<file path="src/rtl/sdram_blockdev_responder_if.sv">
// Bundle of the block-device handshake (initiator side) and the SDRAM
// req/ack port used by sdram_blockdev_responder.
// slave  : the responder's view (drives io_ack, buffer strobes, mem requests).
// master : the environment's view (initiator plus SDRAM arbiter port).
interface sdram_blockdev_responder_if;
    logic [16:0] image_blocks;
    logic [31:0] io_lba;
    logic        io_rd;
    logic        io_wr;
    logic        io_ack;
    logic [8:0]  sd_buff_addr;
    logic [7:0]  sd_buff_dout;
    logic [7:0]  sd_buff_din;
    logic        sd_buff_wr;
    logic        mem_req;
    logic        mem_we;
    logic [24:0] mem_addr;
    logic [15:0] mem_din;
    logic [1:0]  mem_ds;
    logic        mem_ack;
    logic [15:0] mem_dout;
    logic        oob;

    modport slave (
        input  image_blocks, io_lba, io_rd, io_wr, sd_buff_din, mem_ack, mem_dout,
        output io_ack, sd_buff_addr, sd_buff_dout, sd_buff_wr,
               mem_req, mem_we, mem_addr, mem_din, mem_ds, oob
    );

    modport master (
        output image_blocks, io_lba, io_rd, io_wr, sd_buff_din, mem_ack, mem_dout,
        input  io_ack, sd_buff_addr, sd_buff_dout, sd_buff_wr,
               mem_req, mem_we, mem_addr, mem_din, mem_ds, oob
    );
endinterface

</file>
<file path="src/rtl/sdram_blockdev_responder.sv">
// Block-device responder serving 512-byte blocks from a disk image held
// in SDRAM. Each block is moved as 256 big-endian 16-bit words; requests
// beyond the image size are answered with fill data (reads) or swallowed
// (writes) without touching SDRAM.
module sdram_blockdev_responder #(
    parameter logic [24:0] BASE_ADDR     = 25'h0200000,
    parameter int unsigned ZERO_FILL_OOB = 1
) (
    input  logic                         clk_sys,
    input  logic                         n_reset,
    sdram_blockdev_responder_if.slave    bus
);

    localparam logic [3:0] S_IDLE   = 4'd0;
    localparam logic [3:0] S_RD_MEM = 4'd1;
    localparam logic [3:0] S_RD_HI  = 4'd2;
    localparam logic [3:0] S_RD_LO  = 4'd3;
    localparam logic [3:0] S_WR_ADR = 4'd4;
    localparam logic [3:0] S_WR_HI  = 4'd5;
    localparam logic [3:0] S_WR_LO  = 4'd6;
    localparam logic [3:0] S_WR_MEM = 4'd7;
    localparam logic [3:0] S_DONE   = 4'd8;

    localparam logic [15:0] OOB_FILL = (ZERO_FILL_OOB != 0) ? 16'h0000 : 16'hFFFF;

    logic [3:0]  state_q, state_d;
    logic [16:0] lba_q, lba_d;
    logic [7:0]  w_q, w_d;
    logic [15:0] word_q, word_d;
    logic [7:0]  hi_q, hi_d;
    logic [7:0]  lo_q, lo_d;
    logic        oob_xfer_q, oob_xfer_d;
    logic        oob_pulse_q, oob_pulse_d;

    logic        req_oob;
    logic        last_word;
    logic [24:0] word_addr;
    logic        in_mem_state;

    // Range check is done on the full 32-bit lba so high bits cannot alias
    // into the image.
    assign req_oob      = (bus.io_lba >= {15'b0, bus.image_blocks});
    assign last_word    = (w_q == 8'hFF);
    assign word_addr    = BASE_ADDR + {lba_q, w_q};
    assign in_mem_state = (state_q == S_RD_MEM) || (state_q == S_WR_MEM);

    // Next-state and datapath decisions for the transfer sequencer.
    always_comb begin
        state_d     = state_q;
        lba_d       = lba_q;
        w_d         = w_q;
        word_d      = word_q;
        hi_d        = hi_q;
        lo_d        = lo_q;
        oob_xfer_d  = oob_xfer_q;
        oob_pulse_d = 1'b0;

        case (state_q)
            S_IDLE: begin
                if (bus.io_rd || bus.io_wr) begin
                    lba_d       = bus.io_lba[16:0];
                    w_d         = '0;
                    oob_xfer_d  = req_oob;
                    oob_pulse_d = req_oob;
                    state_d     = bus.io_rd ? S_RD_MEM : S_WR_ADR;
                end
            end
            S_RD_MEM: begin
                if (oob_xfer_q) begin
                    word_d  = OOB_FILL;
                    state_d = S_RD_HI;
                end else if (bus.mem_ack) begin
                    word_d  = bus.mem_dout;
                    state_d = S_RD_HI;
                end
            end
            S_RD_HI: begin
                state_d = S_RD_LO;
            end
            S_RD_LO: begin
                if (last_word) begin
                    state_d = S_DONE;
                end else begin
                    w_d     = w_q + 8'd1;
                    state_d = S_RD_MEM;
                end
            end
            S_WR_ADR: begin
                state_d = S_WR_HI;
            end
            S_WR_HI: begin
                hi_d    = bus.sd_buff_din;
                state_d = S_WR_LO;
            end
            S_WR_LO: begin
                lo_d    = bus.sd_buff_din;
                state_d = S_WR_MEM;
            end
            S_WR_MEM: begin
                if (oob_xfer_q || bus.mem_ack) begin
                    if (last_word) begin
                        state_d = S_DONE;
                    end else begin
                        w_d     = w_q + 8'd1;
                        state_d = S_WR_ADR;
                    end
                end
            end
            S_DONE: begin
                if (!bus.io_rd && !bus.io_wr) begin
                    state_d = S_IDLE;
                end
            end
            default: begin
                state_d = S_IDLE;
            end
        endcase
    end

    // State and datapath registers; reset abandons any transfer in flight.
    always_ff @(posedge clk_sys) begin
        if (!n_reset) begin
            state_q     <= S_IDLE;
            lba_q       <= '0;
            w_q         <= '0;
            word_q      <= '0;
            hi_q        <= '0;
            lo_q        <= '0;
            oob_xfer_q  <= 1'b0;
            oob_pulse_q <= 1'b0;
        end else begin
            state_q     <= state_d;
            lba_q       <= lba_d;
            w_q         <= w_d;
            word_q      <= word_d;
            hi_q        <= hi_d;
            lo_q        <= lo_d;
            oob_xfer_q  <= oob_xfer_d;
            oob_pulse_q <= oob_pulse_d;
        end
    end

    // Outputs decoded from state; everything is zero outside its active state.
    always_comb begin
        bus.io_ack       = (state_q != S_IDLE) && (state_q != S_DONE);
        bus.oob          = oob_pulse_q;
        bus.mem_req      = in_mem_state && !oob_xfer_q;
        bus.mem_we       = bus.mem_req && (state_q == S_WR_MEM);
        bus.mem_addr     = bus.mem_req ? word_addr : '0;
        bus.mem_din      = bus.mem_we ? {hi_q, lo_q} : '0;
        bus.mem_ds       = bus.mem_req ? 2'b11 : 2'b00;
        bus.sd_buff_wr   = (state_q == S_RD_HI) || (state_q == S_RD_LO);
        bus.sd_buff_addr = '0;
        bus.sd_buff_dout = '0;
        case (state_q)
            S_RD_HI: begin
                bus.sd_buff_addr = {w_q, 1'b0};
                bus.sd_buff_dout = word_q[15:8];
            end
            S_RD_LO: begin
                bus.sd_buff_addr = {w_q, 1'b1};
                bus.sd_buff_dout = word_q[7:0];
            end
            S_WR_ADR: begin
                bus.sd_buff_addr = {w_q, 1'b0};
            end
            S_WR_HI, S_WR_LO: begin
                bus.sd_buff_addr = {w_q, 1'b1};
            end
            default: begin
                bus.sd_buff_addr = '0;
            end
        endcase
    end

endmodule

</file>
<file path="src/flat_wrapper.sv">
// flat-port wrapper written by rule: the top's interface ports become plain ports
module sdram_blockdev_responder_flat 
#(
    parameter logic [24:0] BASE_ADDR     = 25'h0200000,
    parameter int unsigned ZERO_FILL_OOB = 1
)
  (clk_sys, n_reset, bus_image_blocks, bus_io_lba, bus_io_rd, bus_io_wr, bus_sd_buff_din, bus_mem_ack, bus_mem_dout, bus_io_ack, bus_sd_buff_addr, bus_sd_buff_dout, bus_sd_buff_wr, bus_mem_req, bus_mem_we, bus_mem_addr, bus_mem_din, bus_mem_ds, bus_oob);
  sdram_blockdev_responder_if bus_i ();
  input  logic clk_sys;
  input  logic n_reset;
  input wire logic [$bits(bus_i.image_blocks)-1:0] bus_image_blocks;
  input wire logic [$bits(bus_i.io_lba)-1:0] bus_io_lba;
  input wire logic [$bits(bus_i.io_rd)-1:0] bus_io_rd;
  input wire logic [$bits(bus_i.io_wr)-1:0] bus_io_wr;
  input wire logic [$bits(bus_i.sd_buff_din)-1:0] bus_sd_buff_din;
  input wire logic [$bits(bus_i.mem_ack)-1:0] bus_mem_ack;
  input wire logic [$bits(bus_i.mem_dout)-1:0] bus_mem_dout;
  output wire logic [$bits(bus_i.io_ack)-1:0] bus_io_ack;
  output wire logic [$bits(bus_i.sd_buff_addr)-1:0] bus_sd_buff_addr;
  output wire logic [$bits(bus_i.sd_buff_dout)-1:0] bus_sd_buff_dout;
  output wire logic [$bits(bus_i.sd_buff_wr)-1:0] bus_sd_buff_wr;
  output wire logic [$bits(bus_i.mem_req)-1:0] bus_mem_req;
  output wire logic [$bits(bus_i.mem_we)-1:0] bus_mem_we;
  output wire logic [$bits(bus_i.mem_addr)-1:0] bus_mem_addr;
  output wire logic [$bits(bus_i.mem_din)-1:0] bus_mem_din;
  output wire logic [$bits(bus_i.mem_ds)-1:0] bus_mem_ds;
  output wire logic [$bits(bus_i.oob)-1:0] bus_oob;
  assign bus_i.image_blocks = bus_image_blocks;
  assign bus_i.io_lba = bus_io_lba;
  assign bus_i.io_rd = bus_io_rd;
  assign bus_i.io_wr = bus_io_wr;
  assign bus_i.sd_buff_din = bus_sd_buff_din;
  assign bus_i.mem_ack = bus_mem_ack;
  assign bus_i.mem_dout = bus_mem_dout;
  assign bus_io_ack = bus_i.io_ack;
  assign bus_sd_buff_addr = bus_i.sd_buff_addr;
  assign bus_sd_buff_dout = bus_i.sd_buff_dout;
  assign bus_sd_buff_wr = bus_i.sd_buff_wr;
  assign bus_mem_req = bus_i.mem_req;
  assign bus_mem_we = bus_i.mem_we;
  assign bus_mem_addr = bus_i.mem_addr;
  assign bus_mem_din = bus_i.mem_din;
  assign bus_mem_ds = bus_i.mem_ds;
  assign bus_oob = bus_i.oob;
  sdram_blockdev_responder #(.BASE_ADDR(BASE_ADDR), .ZERO_FILL_OOB(ZERO_FILL_OOB)) u_core (.clk_sys(clk_sys), .n_reset(n_reset), .bus(bus_i));
endmodule
</file>
<file path="config.mk">
export PLATFORM = sky130hd
export DESIGN_NAME = sdram_blockdev_responder_flat
export DESIGN_NICKNAME = d
export VERILOG_FILES = /design/src/rtl/sdram_blockdev_responder_if.sv /design/src/rtl/sdram_blockdev_responder.sv /design/src/flat_wrapper.sv
export SDC_FILE = /design/constraint.sdc
export NUM_CORES = 1
export LEC_CHECK = 0
export ABC_AREA = 1
export BUFFER_PORTS_ARGS = -buffer_cell sky130_fd_sc_hd__clkbuf_2
export CORE_ASPECT_RATIO = 0.7
export CORE_UTILIZATION = 30
export DETAILED_ROUTE_END_ITERATION = 10
export HOLD_SLACK_MARGIN = 0.1
export SLEW_MARGIN = 20
export SYNTH_ARGS = -nofsm -noshare
export SYNTH_HDL_FRONTEND = slang
export SYNTH_SLANG_ARGS = --single-unit
</file>
<file path="constraint.sdc">
create_clock -name clk_sys -period 4.4 [get_ports clk_sys]
set_clock_uncertainty 0.05 [all_clocks]
set_input_delay 0.88 -clock clk_sys [delete_from_list [all_inputs] [get_ports clk_sys]]
set_output_delay 0.88 -clock clk_sys [all_outputs]
set_load 0.01 [all_outputs]
</file>
Yosys cells after proc, flatten, opt, wreduce, memory -nomap -nowiden
Index checks and enable logic that the tools add are counted.
{"block": "op_classes", "n_addsub": 2, "magnitude_cmp": 1, "reduce_logical": 22, "n_eq_ne": 14, "mux": 20}
{"cell": "two-way mux 16 bit", "n": 3}
{"cell": "case mux 4 bit (9 select lines)", "n": 1}
{"cell": ">= comparator 32 x 17 -> 1 bit", "n": 1}
{"cell": "two-way mux 4 bit", "n": 7}
{"cell": "adder 22 x 25 -> 25 bit (first input constant)", "n": 1}
{"cell": "two-way mux 25 bit", "n": 1}
{"cell": "two-way mux 8 bit", "n": 3}
{"cell": "case mux 8 bit (3 select lines)", "n": 1}
{"cell": "case mux 9 bit (2 select lines)", "n": 1}
{"cell": "equality test 4 x 3 -> 1 bit (second input constant)", "n": 4}
{"cell": "case mux 8 bit (2 select lines)", "n": 1}
{"cell": "adder 8 x 1 -> 8 bit (second input constant)", "n": 1}
{"cell": "equality test 4 x 2 -> 1 bit (second input constant)", "n": 2}
{"cell": "equality test 8 bit (second input constant)", "n": 1}
{"cell": "AND reduction 3 bit", "n": 2}
{"cell": "equality test 4 x 1 -> 1 bit (second input constant)", "n": 1}
{"cell": "equality test 4 bit (second input constant)", "n": 1}
{"cell": "logical AND 1 bit", "n": 4}
{"cell": "zero test 4 bit", "n": 1}
{"cell": "logical OR 1 bit", "n": 4}
{"cell": "inequality test 2 x 1 -> 1 bit (second input constant)", "n": 2}
{"cell": "inequality test 4 bit (second input constant)", "n": 1}
{"cell": "AND reduction 2 bit", "n": 2}
{"cell": "AND reduction 4 bit", "n": 1}
{"cell": "10 further kinds", "n": 12}
{"block": "totals", "input_bits": 78, "register_bits": 63, "word_cells": 67, "output_inout_bits": 65}

Depth between registers and ports, before layout
Gate-level depths: netlist (run 1).
{"block": "logic_depth", "ltp_word": 5, "mapped_depth": 15, "depth_no_buf": 15}

Worst setup path before layout (run 1)
No wires, ideal clock.
{"block": "synth_timing", "path_type": "register to output", "startpoint": "register u_core.state_q[3]", "endpoint": "output bus_mem_ds[0]", "t_required_ps": 3470, "path_buffers": 2, "arrival_time_ps": 1405, "setup_slack_ps": 2065, "stages_incl_launch_ff": 10, "cell_sequence": "dfxtp_1 -> inv_2 -> nand2_2 -> nor2_2 -> nand2_2 -> inv_2 -> nor2_4 -> buf_4 -> inv_1 -> buf_4"}
{"block": "synth_between", "elab_chain_len": 4, "word_cells_on_any_way": 5, "classes_between": "eq/ne (2); mux (1); reduce/logical (2)"}
{"item": "from (decl)", "line_no": "sdram_blockdev_responder.sv:26", "source": "logic [3:0] state_q, state_d;"}
{"item": "from (signal assigned)", "line_no": "sdram_blockdev_responder.sv:132", "source": "state_q <= state_d;"}
{"item": "equality test 4 x 1 -> 1 bit / equality test 4 x 3 -> 1 bit (equally long branches)", "line_no": "sdram_blockdev_responder.sv:45", "source": "assign in_mem_state = (state_q == S_RD_MEM) || (state_q == S_WR_MEM);"}
{"item": "logical OR 1 bit (*)", "line_no": "sdram_blockdev_responder.sv:45"}
{"item": "logical AND 1 bit (*)", "line_no": "sdram_blockdev_responder.sv:147", "source": "bus.mem_req = in_mem_state && !oob_xfer_q;"}
{"item": "named net bus_mem_req", "line_no": "flat_wrapper.sv:22", "source": "output wire logic [$bits(bus_i.mem_req)-1:0] bus_mem_req;"}
{"item": "two-way mux 2 bit (*)", "line_no": "sdram_blockdev_responder.sv:151", "source": "bus.mem_ds = bus.mem_req ? 2'b11 : 2'b00;"}
{"item": "to (decl)", "line_no": "flat_wrapper.sv:26", "source": "output wire logic [$bits(bus_i.mem_ds)-1:0] bus_mem_ds;"}
Mark *: on every way through the listed nets, which the timed path passes. The rest lies on a longest branch.

Worst setup path after layout (run 1)
{"block": "layout_timing", "startpoint": "register u_core.state_q[3]", "endpoint": "output bus_mem_ds[0]"}
{"block": "layout_between", "elab_chain_len": 4, "word_cells_on_any_way": 5, "classes_between": "eq/ne (2); mux (1); reduce/logical (2)"}
{"item": "equality test 4 x 1 -> 1 bit / equality test 4 x 3 -> 1 bit (equally long branches)", "line_no": "sdram_blockdev_responder.sv:45"}
{"item": "logical OR 1 bit (*)", "line_no": "sdram_blockdev_responder.sv:45"}
{"item": "logical AND 1 bit (*)", "line_no": "sdram_blockdev_responder.sv:147"}
{"item": "two-way mux 2 bit (*)", "line_no": "sdram_blockdev_responder.sv:151"}
Every way passes the cells marked *; elsewhere a longest branch is shown, timed or not.

==> results of run 1 <==
==> cell usage after synthesis, types with 2 or more instances <==
| library cell | number | area share |
|---|---|---|
| nor2_1 | 78 | 0.083 |
| nand4_1 | 5 | 0.0089 |
| nor2_8 | 2 | 0.011 |
| buf_2 | 4 | 0.0057 |
| nand3_1 | 31 | 0.044 |
| ha_1 | 19 | 0.068 |
| nor2_2 | 2 | 0.0036 |
| inv_2 | 6 | 0.0064 |
| xor2_1 | 2 | 0.0050 |
| nor2_4 | 3 | 0.0096 |
| inv_1 | 82 | 0.088 |
| o21ai_0 | 29 | 0.041 |
| a21oi_1 | 63 | 0.090 |
| o21ai_1 | 5 | 0.0071 |
| nor4_1 | 3 | 0.0054 |
| nand2_2 | 6 | 0.011 |
| nand2_1 | 77 | 0.082 |
| dfxtp_1 | 63 | 0.36 |
| buf_4 | 5 | 0.011 |
| nor3_1 | 3 | 0.0043 |
| clkbuf_1 | 9 | 0.0096 |
| a211oi_1 | 2 | 0.0043 |
| a22o_1 | 8 | 0.020 |
==> layout make-up <==
type / instances / area (µm²)
Clock buffer: 10 / 239.0
Clock inverter: 6 / 83.83
Fill cell: 1235 / 6573
Inverter: 89 / 336.6
Multi-Input combinational cell: 346 / 1815
Sequential cell: 63 / 1261
Tap cell: 153 / 191.4
Timing Repair Buffer: 142 / 710.7
==> power groups by stage <==
stage / Sequential [µW] / Combinational [µW] / Clock, µW
after CTS: 764 / 871 / 781
after detailed placement: 776 / 865 / 0
after global placement: 772 / 853 / 0
after global routing: 780 / 982 / 809
after floorplan: 761 / 649 / 0
final: 765 / 860 / 761
==> state kept, by name (all words and copies together), names as in the netlist <==
name               flops
u_core.oob_xfer_q      1
u_core.lo_q            8
u_core.w_q             8
u_core.state_q         4
u_core.lba_q          17
u_core.bus.oob         1
u_core.word_q         16
u_core.hi_q            8
==> per-stage QoR <==
step | instances | worst slack, ns | hold slack [ns] | util
after CTS | 809 | 1.122 | 0.4080 | 0.4137
after global routing | 809 | 0.9482 | 0.4242 | 0.4137
after floorplan | 517 | 2.065 | 0.3800 | -
after global placement | 793 | 1.597 | 0.3899 | 0.3849
final | 809 | 1.223 | 0.4030 | 0.4137
after detailed placement | 793 | 1.494 | 0.3993 | 0.3849
==> path summary, 6_finish.rpt <==
path	startpoint	to	depth (start not counted)
hold / removal	u_core.lo_q[1]$_SDFFE_PN0P_	u_core.lo_q[1]$_SDFFE_PN0P_	2
setup reg to reg	u_core.state_q[0]$_SDFFE_PN0P_	u_core.w_q[2]$_SDFFE_PN0P_	8
setup / recovery	u_core.state_q[3]$_SDFFE_PN0P_	bus_mem_ds[0]	8
hold reg to reg	u_core.lo_q[1]$_SDFFE_PN0P_	u_core.lo_q[1]$_SDFFE_PN0P_	2
==> cell usage in the layout, fill, tap and decap left out, types with 9 or more instances in the layout <==
master,count
ha_1,19
nand2_1,77
a21oi_1,63
o21ai_0,29
nand3_1,31
dfxtp_1,63
clkbuf_16,9
clkbuf_2,142
inv_1,82
nor2_1,78
==> logic make-up (layout without fill, tap and decap cells) <==
logic type,Yosys count,count (layout),share of synthesized area
buffers and inverters,108,247,0.1230
adder cells (fa/ha/maj),19,19,0.06776
AND/OR/NAND/NOR,213,213,0.2710
flip-flops,63,63,0.3595
AO/OA/AOI/OAI,111,111,0.1712
XOR/XNOR,3,3,0.007491
==> worst max-delay path, cell delays in order, from the launching register on <==
cell and delay, ns:
dfxtp_1 0.43, inv_2 0.10, nand2_2 0.12, nor2_2 0.06, nand2_2 0.26, inv_2 0.09, nor2_4 0.53, inv_1 0.14
clkbuf_2 0.16
==> layer usage <==
metal  share of wire  track usage
met4           0.017      0.04457
met5               0            0
met3           0.054      0.05419
met1            0.50       0.2262
met2            0.43       0.2478
==> summary.md, run 1 <==
| Metric | Value |
|---|---|
| Port bufs | `142` |
| GP Congestion | `0.8368` |
| Clock power frac | `0.319` |
| Sw Share | `0.3816` |
| TNS Setup | `0 ns` |
| Cell row count | `32` |
| DP HPWL | `7.410 mm` |
| Vias in the first global route | `3415` |
| FF-to-FF setup slack | `2.23 ns` |
| Primary FF master, synth | `dfxtp_1` |
| Cell variety after synth | `33` |
| Worst-skew pair later-pin latency | `0.33 ns` |
| Fmax | `314.8 MHz` |
| WL/cell | `11.86 µm` |
| Peak supply drop | `0.2588 mV` |
| Root Buffer | `clkbuf_16` |
| Total grt overflow | `0` |
| Reg clk slew, reported paths | `0.05 ns` |
| Die ar. | `0.01214 mm²` |
| CTS H-tree depth | `3` |
| Diodes inserted | `0` |
| CP max FO | `26` |
| WP data required | `3.47 ns` |
| Antenna violations before repair | `0` |
| #FFs+latches synth | `63` |
| Post-route ant nets | `0` |
| Fin crit period | `3.177 ns` |
| Net Switching | `910.2 µW` |
| CTS Hold Bufs | `0` |
| Post-synthesis sequential area ratio | `0.3595` |
| Setup repair bufs after CTS | `0` |
| Synth warn | `0` |
| Layout cells sized above 1 | `0.2759` |
| Post-synth ARST share | `0` |
| Final instance area | `0.004638 mm²` |
| Drt drc | `0` |
| Num CTS Buffers | `9` |
| Lkg Pwr | `0.002229 µW` |
| RSZ-0062 raised after global routing | `no` |
| Pin count of the biggest net entering global routing | `34` |
| Mapped Area | `0.003508 mm²` |
| Post-synth net total | `614` |
| Core ar. | `0.01121 mm²` |
| Slew @ Worst Pin | `1.016 ns` |
| HP Class | `reg -> reg` |
| Area growth from synthesis to final layout | `32.20%` |
| Die Span Y | `92.48 µm` |
| Placed Area | `0.004315 mm²` |
| Hold Violations, Final | `0` |
| PostCTS Resize Cnt | `0` |
| Clk sinks | `63` |
| Max clock buf depth | `2` |
| Avg Vias per Cell | `4.533` |
| Tot GR Track Use | `0.1655` |
| Initial Util | `0.3129` |
| Post-synth EDFFs | `0` |
| Avg Cell Area, Syn | `6.786 µm²` |
| Total power | `2385 µW` |
| 1st-iter DRT viols | `122` |
| Final setup vio count | `0` |
| Worst Path Arrival | `2.25 ns` |
| Comb power frac | `0.361` |
| CP startpoint kind | `flip-flop` |
| Outcome | `finished, final reports clean` |
| CP Capture Type | `output pin` |
| Post-Route WL | `9.593 mm` |
| Slew HR | `0.3211` |
| CP Class | `reg -> out` |
| Cells after synthesis | `517` |
| Chip Width | `131.3 µm` |
| Final worst path period share | `0.7221` |
| Number of top-level pins | `143` |
| Sequential fraction of design power | `0.321` |
| First-pass GRT wire length | `16.02 mm` |
| Vias | `3667` |
| CTS tree | `done` |
| MaxCap Viol Count | `0` |
| Final nets | `748` |
| Slew Viols, Final | `0` |
| P_int | `1475 µW` |
| Drt pass-1 iters | `4` |
| Pwr dens | `514.3 mW/mm²` |
(Power assumes the default switching activity.)
==> inputs of run 2 (changes only) <==
==> constraint.sdc (replaced) <==
create_clock -name clk_sys -period 2.86 [get_ports clk_sys]
set_clock_uncertainty 0.05 [all_clocks]
set_input_delay 0.572 -clock clk_sys [delete_from_list [all_inputs] [get_ports clk_sys]]
set_output_delay 0.572 -clock clk_sys [all_outputs]
set_load 0.01 [all_outputs]
==> summary.md, run 2 (synthesis results as in run 1) <==
| Metric | Value |
|---|---|
| Final nets | `755 (+0.94%)` |
| Vias in the first global route | `3322 (-2.7%)` |
| Chip Width | `131.3 µm (unchanged)` |
| CTS H-tree depth | `3 (unchanged)` |
| Cells on worst reg2reg path | `5 (-3)` |
| Die ar. | `0.01214 mm² (unchanged)` |
| Port bufs | `142 (unchanged)` |
| MaxCap Viol Count | `0 (unchanged)` |
| Fmax | `408.6 MHz` |
| Crit path launch | `u_core.state_q[3]$_SDFFE_PN0P_` |
| WL/cell | `11.90 µm (+0.37%)` |
| Reg clk slew, reported paths | `0.06 ns (about the same)` |
| Total grt overflow | `0 (unchanged)` |
| WP data required | `2.24 ns (-1.23 ns)` |
| Outcome | `finished, final reports clean` |
| Drt pass-1 iters | `4 (unchanged)` |
| Final worst path period share | `0.8558` |
| FF-to-FF setup slack | `0.94 ns (-1.29 ns)` |
| 1st-iter DRT viols | `109 (-11%)` |
| Most common cell after layout, fill and taps aside | `clkbuf_2` |
| Worst Path Buf+Inv | `4 (unchanged)` |
| TNS Setup | `0 ns (unchanged)` |
| Avg Vias per Cell | `4.504 (-0.64%)` |
| Antenna violations before repair | `0 (unchanged)` |
| Diodes inserted | `0 (unchanged)` |
| Die Span Y | `92.48 µm (unchanged)` |
| CP cell instances | `inv_2 -> nand2_2 -> nor2_2 -> nand2_2 -> inv_2 -> nor2_4 -> buf_12 -> nor2_1 -> clkbuf_2` |
| Worst hold start | `u_core.lo_q[3]$_SDFFE_PN0P_` |
| Post-route ant nets | `0 (unchanged)` |
| Setup repair bufs after CTS | `0 (unchanged)` |
| Lkg Pwr | `0.002257 µW (+1.3%)` |
| Vias | `3675 (+0.22%)` |
| CP max stage cell | `dfxtp_1` |
| Max clock buf depth | `2 (unchanged)` |
| Hold Violations, Final | `0 (unchanged)` |
| Slew @ Worst Pin | `0.7243 ns (-0.2916 ns)` |
| CTS Hold Bufs | `0 (unchanged)` |
| Final setup vio count | `0 (unchanged)` |
| Total power | `3682 µW (+54%)` |
| Pwr dens | `785.1 mW/mm² (+53%)` |
| Worst r2r src | `u_core.oob_xfer_q$_SDFFE_PN0P_` |
| Num CTS Buffers | `9 (unchanged)` |
| Number of top-level pins | `143 (unchanged)` |
| Slew Viols, Final | `0 (unchanged)` |
| Fillers | `1193 (-3.4%)` |
| Worst Setup EP | `bus_mem_addr[12]` |
| Top cell family by delay on the critical path | `simple AND/OR/NAND/NOR gates` |
| CP max FO | `14 (-46%)` |
| Most frequent cells in the layout | `142 x clkbuf_2, 82 x inv_1, 78 x nor2_1, 77 x nand2_1` |
| Layout cells sized above 1 | `0.2836 (+0.007645)` |
| Pin count of the biggest net entering global routing | `32 (-5.9%)` |
| Peak supply drop | `0.3529 mV (+36%)` |
| Slowest Stage Delay on Critical Path | `0.42 ns (-0.11 ns)` |
| Core ar. | `0.01121 mm² (unchanged)` |
| GP Congestion | `0.8188 (-2.2%)` |
| Biggest register | `u_core.lba_q` |
| Drt drc | `0 (unchanged)` |
| CP Capture Type | `output pin` |
| First-pass GRT wire length | `15.70 mm (-2.0%)` |
| WHS | `0.4023 ns (-0.0006860 ns)` |
| Clk sinks | `63 (unchanged)` |
| Fin crit period | `2.448 ns` |
| Reg2reg end | `u_core.word_q[8]$_SDFFE_PN0P_` |
| Slew HR | `0.5157 (+0.1946)` |
| Max reg flops | `17 (unchanged)` |
| Top Registers | `u_core.lba_q (17), u_core.word_q (16)` |
| CTS tree | `done` |
| Worst-skew pair later-pin latency | `0.33 ns (about the same)` |
| HP Class | `reg -> reg` |
| Worst Path Arrival | `1.83 ns (-0.42 ns)` |
| Number of cells on the critical path | `9 (+1)` |
| Root Buffer | `clkbuf_16` |
| FF/Latch Area | `0.001261 mm² (unchanged)` |
| Area growth from synthesis to final layout | `33.67%` |
| CP Class | `reg -> out` |
| PostCTS Resize Cnt | `0 (unchanged)` |
| DP HPWL | `7.618 mm (+2.8%)` |
| Post-Route WL | `9.712 mm (+1.2%)` |
| Tot GR Track Use | `0.1632 (-0.002318)` |
| Cell row count | `32 (unchanged)` |
| Initial Util | `0.3129 (unchanged)` |
| Area of the multi-input gates | `0.001815 mm² (unchanged)` |
| RSZ-0062 raised after global routing | `no` |
| CP startpoint kind | `flip-flop` |
## run 2: cell count changes in the layout (fill, tap and decap cells not counted), sizes merged
cell	delta
buf	+7
bufinv	-1
clkbuf	+1
clkinv	-1
clkinvlp	+1
## run 2: per-layer routing
layer,GRT usage,wire length [µm],up-vias,part of all wire
met1,0.2203,4890,1614,0.50
met3,0.04871,569,14,0.059
met4,0.05426,134,0,0.014
met5,0,0,-,0
met2,0.2469,4117,105,0.42
li1,-,-,1942,-
## run 2: cell type report
class | count | share of cell area
timing repair buffer | 149 | 0.1654
clock inverter | 5 | 0.01201
multi-input combinational | 346 | 0.3871
clock buffer | 11 | 0.05390
inverter | 89 | 0.07177
tap | 153 | 0.04082
sequential | 63 | 0.2689
## run 2: per-stage QoR
| step | setup slack (ns) | util | instance area [µm²] | cells |
|---|---|---|---|---|
| 2_1_floorplan | 0.8332 | - | 3508 | 517 |
| 3_3_place_gp | 0.7701 | 0.3907 | 4380 | 800 |
| 3_5_place_dp | 0.7305 | 0.3907 | 4380 | 800 |
| 4_1_cts | 0.3622 | 0.4183 | 4690 | 816 |
| 5_1_grt | 0.2330 | 0.4183 | 4690 | 816 |
| 6_report | 0.4125 | 0.4183 | 4690 | 816 |
## run 2: tightest hold or removal path, cell delays in order (launching register included)
cell,delay (ns)
dfxtp_1,0.29
inv_1,0.06
a21oi_1,0.06
## run 2: worst min path at each step
stage | depth (start not counted) | slack, ns | to
after floorplan | 2 | 0.38 | u_core.hi_q[0]$_SDFFE_PN0P_
after global placement | 2 | 0.39 | u_core.hi_q[4]$_SDFFE_PN0P_
after CTS | 2 | 0.40 | u_core.lo_q[3]$_SDFFE_PN0P_
after global routing | 2 | 0.43 | u_core.lo_q[2]$_SDFFE_PN0P_
after detailed placement | 2 | 0.39 | u_core.hi_q[3]$_SDFFE_PN0P_
final | 2 | 0.40 | u_core.lo_q[3]$_SDFFE_PN0P_
## run 2: power breakdown
part           internal, µW  switching, µW
clock                   720            396
sequential             1080            100
combinational           471            919
total                  2270           1420
==> inputs of run 3 (changes only) <==
--- a/config.mk
+++ b/config.mk
@@ -9,9 +9,11 @@
 export BUFFER_PORTS_ARGS = -buffer_cell sky130_fd_sc_hd__clkbuf_2
 export CORE_ASPECT_RATIO = 0.7
 export CORE_UTILIZATION = 30
+export CTS_BUF_LIST = sky130_fd_sc_hd__clkbuf_2 sky130_fd_sc_hd__clkbuf_4 sky130_fd_sc_hd__clkbuf_8
 export DETAILED_ROUTE_END_ITERATION = 10
 export HOLD_SLACK_MARGIN = 0.1
 export SLEW_MARGIN = 20
 export SYNTH_ARGS = -nofsm -noshare
 export SYNTH_HDL_FRONTEND = slang
 export SYNTH_SLANG_ARGS = --single-unit
+export TNS_END_PERCENT = 30
==> summary.md, run 3 (synthesis results as in run 1) <==
| Metric | Value |
|---|---|
| DP HPWL | `7.618 mm (unchanged)` |
| Area growth from synthesis to final layout | `30.78%` |
| Slew @ Worst Pin | `0.7140 ns (-0.01029 ns)` |
| Top cell family by delay on the critical path | `simple AND/OR/NAND/NOR gates` |
| FF/Latch Area | `0.001261 mm² (unchanged)` |
| Layout cells sized above 1 | `0.2836 (unchanged)` |
| Slew HR | `0.5226 (+0.006884)` |
| Crit path launch | `u_core.state_q[3]$_SDFFE_PN0P_` |
| Num CTS Buffers | `9 (unchanged)` |
| Drt pass-1 iters | `4 (unchanged)` |
| Setup repair bufs after CTS | `0 (unchanged)` |
| Antenna violations before repair | `0 (unchanged)` |
| Worst Path Arrival | `1.87 ns (+0.04 ns)` |
| Reg2reg end | `u_core.word_q[8]$_SDFFE_PN0P_` |
| Post-route ant nets | `0 (unchanged)` |
| Die Span Y | `92.48 µm (unchanged)` |
| Drt drc | `0 (unchanged)` |
| Vias in the first global route | `3303 (-0.57%)` |
| Outcome | `finished, final reports clean` |
| Initial Util | `0.3129 (unchanged)` |
| Core ar. | `0.01121 mm² (unchanged)` |
| P_int | `1994 µW (-12%)` |
| Area of the multi-input gates | `0.001815 mm² (unchanged)` |
| Diodes inserted | `0 (unchanged)` |
| CTS H-tree depth | `3 (unchanged)` |
| Slowest Stage Delay on Critical Path | `0.43 ns (about the same)` |
| CP startpoint kind | `flip-flop` |
| Worst Path Buf+Inv | `4 (unchanged)` |
| CP max stage cell | `dfxtp_1` |
| Slew Viols, Final | `0 (unchanged)` |
| Cells on worst reg2reg path | `5 (unchanged)` |
| Number of top-level pins | `143 (unchanged)` |
| Total grt overflow | `0 (unchanged)` |
| Sw Share | `0.4104 (+0.02604)` |
| CTS Hold Bufs | `0 (unchanged)` |
| Worst hold start | `u_core.hi_q[2]$_SDFFE_PN0P_` |
| GP Congestion | `0.8188 (unchanged)` |
| Avg Vias per Cell | `4.493 (-0.24%)` |
| FF-to-FF setup slack | `0.94 ns (about the same)` |
| Utilization after layout | `0.4093 (-0.009041)` |
| Sequential fraction of design power | `0.347 (+0.028)` |
| CP cell instances | `inv_2 -> nand2_2 -> nor2_2 -> nand2_2 -> inv_2 -> nor2_4 -> buf_12 -> nor2_1 -> clkbuf_2` |
| Hold Violations, Final | `0 (unchanged)` |
| Clk sinks | `63 (unchanged)` |
| Biggest register | `u_core.lba_q` |
| CP Capture Type | `output pin` |
| Final nets | `755 (unchanged)` |
| Net Switching | `1388 µW (-1.9%)` |
| WP data required | `2.24 ns (about the same)` |
| CTS tree | `done` |
| Lkg Pwr | `0.002211 µW (-2.0%)` |
| Peak supply drop | `0.3285 mV (-6.9%)` |
| Die ar. | `0.01214 mm² (unchanged)` |
| Hold EP | `u_core.hi_q[2]$_SDFFE_PN0P_` |
| Pin count of the biggest net entering global routing | `32 (unchanged)` |
| Most frequent cells in the layout | `142 x clkbuf_2, 82 x inv_1, 78 x nor2_1, 77 x nand2_1` |
| Vias | `3666 (-0.24%)` |
| Comb power frac | `0.413 (+0.035)` |
| Reg clk slew, reported paths | `0.07 ns (about the same)` |
| HP Class | `reg -> reg` |
| Post-Route WL | `9.730 mm (+0.19%)` |
| Clock power frac | `0.240 (-0.063)` |
| First-pass GRT wire length | `15.68 mm (about the same)` |
| WL/cell | `11.92 µm (+0.19%)` |
| CP Class | `reg -> out` |
| Fillers | `1209 (+1.3%)` |
| PostCTS Resize Cnt | `0 (unchanged)` |
| Worst-skew pair later-pin latency | `0.34 ns (about the same)` |
| Fmax | `400.7 MHz (-1.9%)` |
| CP max FO | `14 (unchanged)` |
| Root Buffer | `clkbuf_8` |
| Placed Area | `0.004380 mm² (unchanged)` |
| Top Registers | `u_core.lba_q (17), u_core.word_q (16)` |
| Chip Width | `131.3 µm (unchanged)` |
| MaxCap Viol Count | `0 (unchanged)` |
| Fin crit period | `2.496 ns (+0.04835 ns)` |
| Hold path cells | `2 (unchanged)` |
| RSZ-0062 raised after global routing | `no` |
| Worst r2r src | `u_core.oob_xfer_q$_SDFFE_PN0P_` |
| Max clock buf depth | `2 (unchanged)` |
| Pwr dens | `737.0 mW/mm² (-6.1%)` |
| Cell row count | `32 (unchanged)` |
| Tot GR Track Use | `0.1634 (+0.0002398)` |
| Final worst path period share | `0.8727 (+0.01691)` |
| Final instance area | `0.004588 mm² (-2.2%)` |
| Final setup vio count | `0 (unchanged)` |
| Most common cell after layout, fill and taps aside | `clkbuf_2` |
| 1st-iter DRT viols | `96 (-12%)` |
| WHS | `0.4044 ns (+0.002062 ns)` |
| Max reg flops | `17 (unchanged)` |
| TNS Setup | `0 ns (unchanged)` |
| Port bufs | `142 (unchanged)` |
run 3: worst max path at each step:
stage                                  end  slack [ns]  cells after the start
after floorplan              bus_mem_ds[0]        0.83                      9
after global placement     bus_mem_addr[0]        0.77                      9
after detailed placement  bus_mem_addr[12]        0.73                      9
after CTS                 bus_mem_addr[12]        0.33                      9
after global routing      bus_mem_addr[13]        0.20                      9
final                     bus_mem_addr[12]        0.36                      9
run 3: worst register-to-register path, delay by kind of cell (launching register included):
kind	cells	cell delay (ns)
flops	1	0.43
buf+inv	1	0.26
simple gates	3	0.97
compound gates	1	0.08
run 3: per-stage QoR:
step	std cells	setup slack, ns	power, µW
3_5_place_dp	800	0.7305	2590
4_1_cts	816	0.3330	3424
2_1_floorplan	517	0.8332	2170
5_1_grt	816	0.1994	3645
6_report	816	0.3641	3382
3_3_place_gp	800	0.7701	2566
run 3: power by group through the flow:
stage | registers [µW] | logic (µW) | clock network [µW]
floorplan | 1170 | 998 | 0
global placement | 1190 | 1380 | 0
detailed placement | 1190 | 1400 | 0
CTS | 1170 | 1410 | 846
global route | 1190 | 1570 | 879
finish | 1170 | 1400 | 810
run 3: per-layer routing:
metal | share of wire | global-route usage
met1 | 0.50 | 0.2217
met2 | 0.42 | 0.2473
met3 | 0.058 | 0.04324
met4 | 0.015 | 0.06105
met5 | 0 | 0
run 3: cell type report:
cell class	count	area share
Clock inverter	5	0.01227
Sequential cell	63	0.2749
Tap cell	153	0.04172
Inverter	89	0.07336
Timing Repair Buffer	149	0.1691
Clock buffer	11	0.03300
Multi-Input combinational cell	346	0.3957
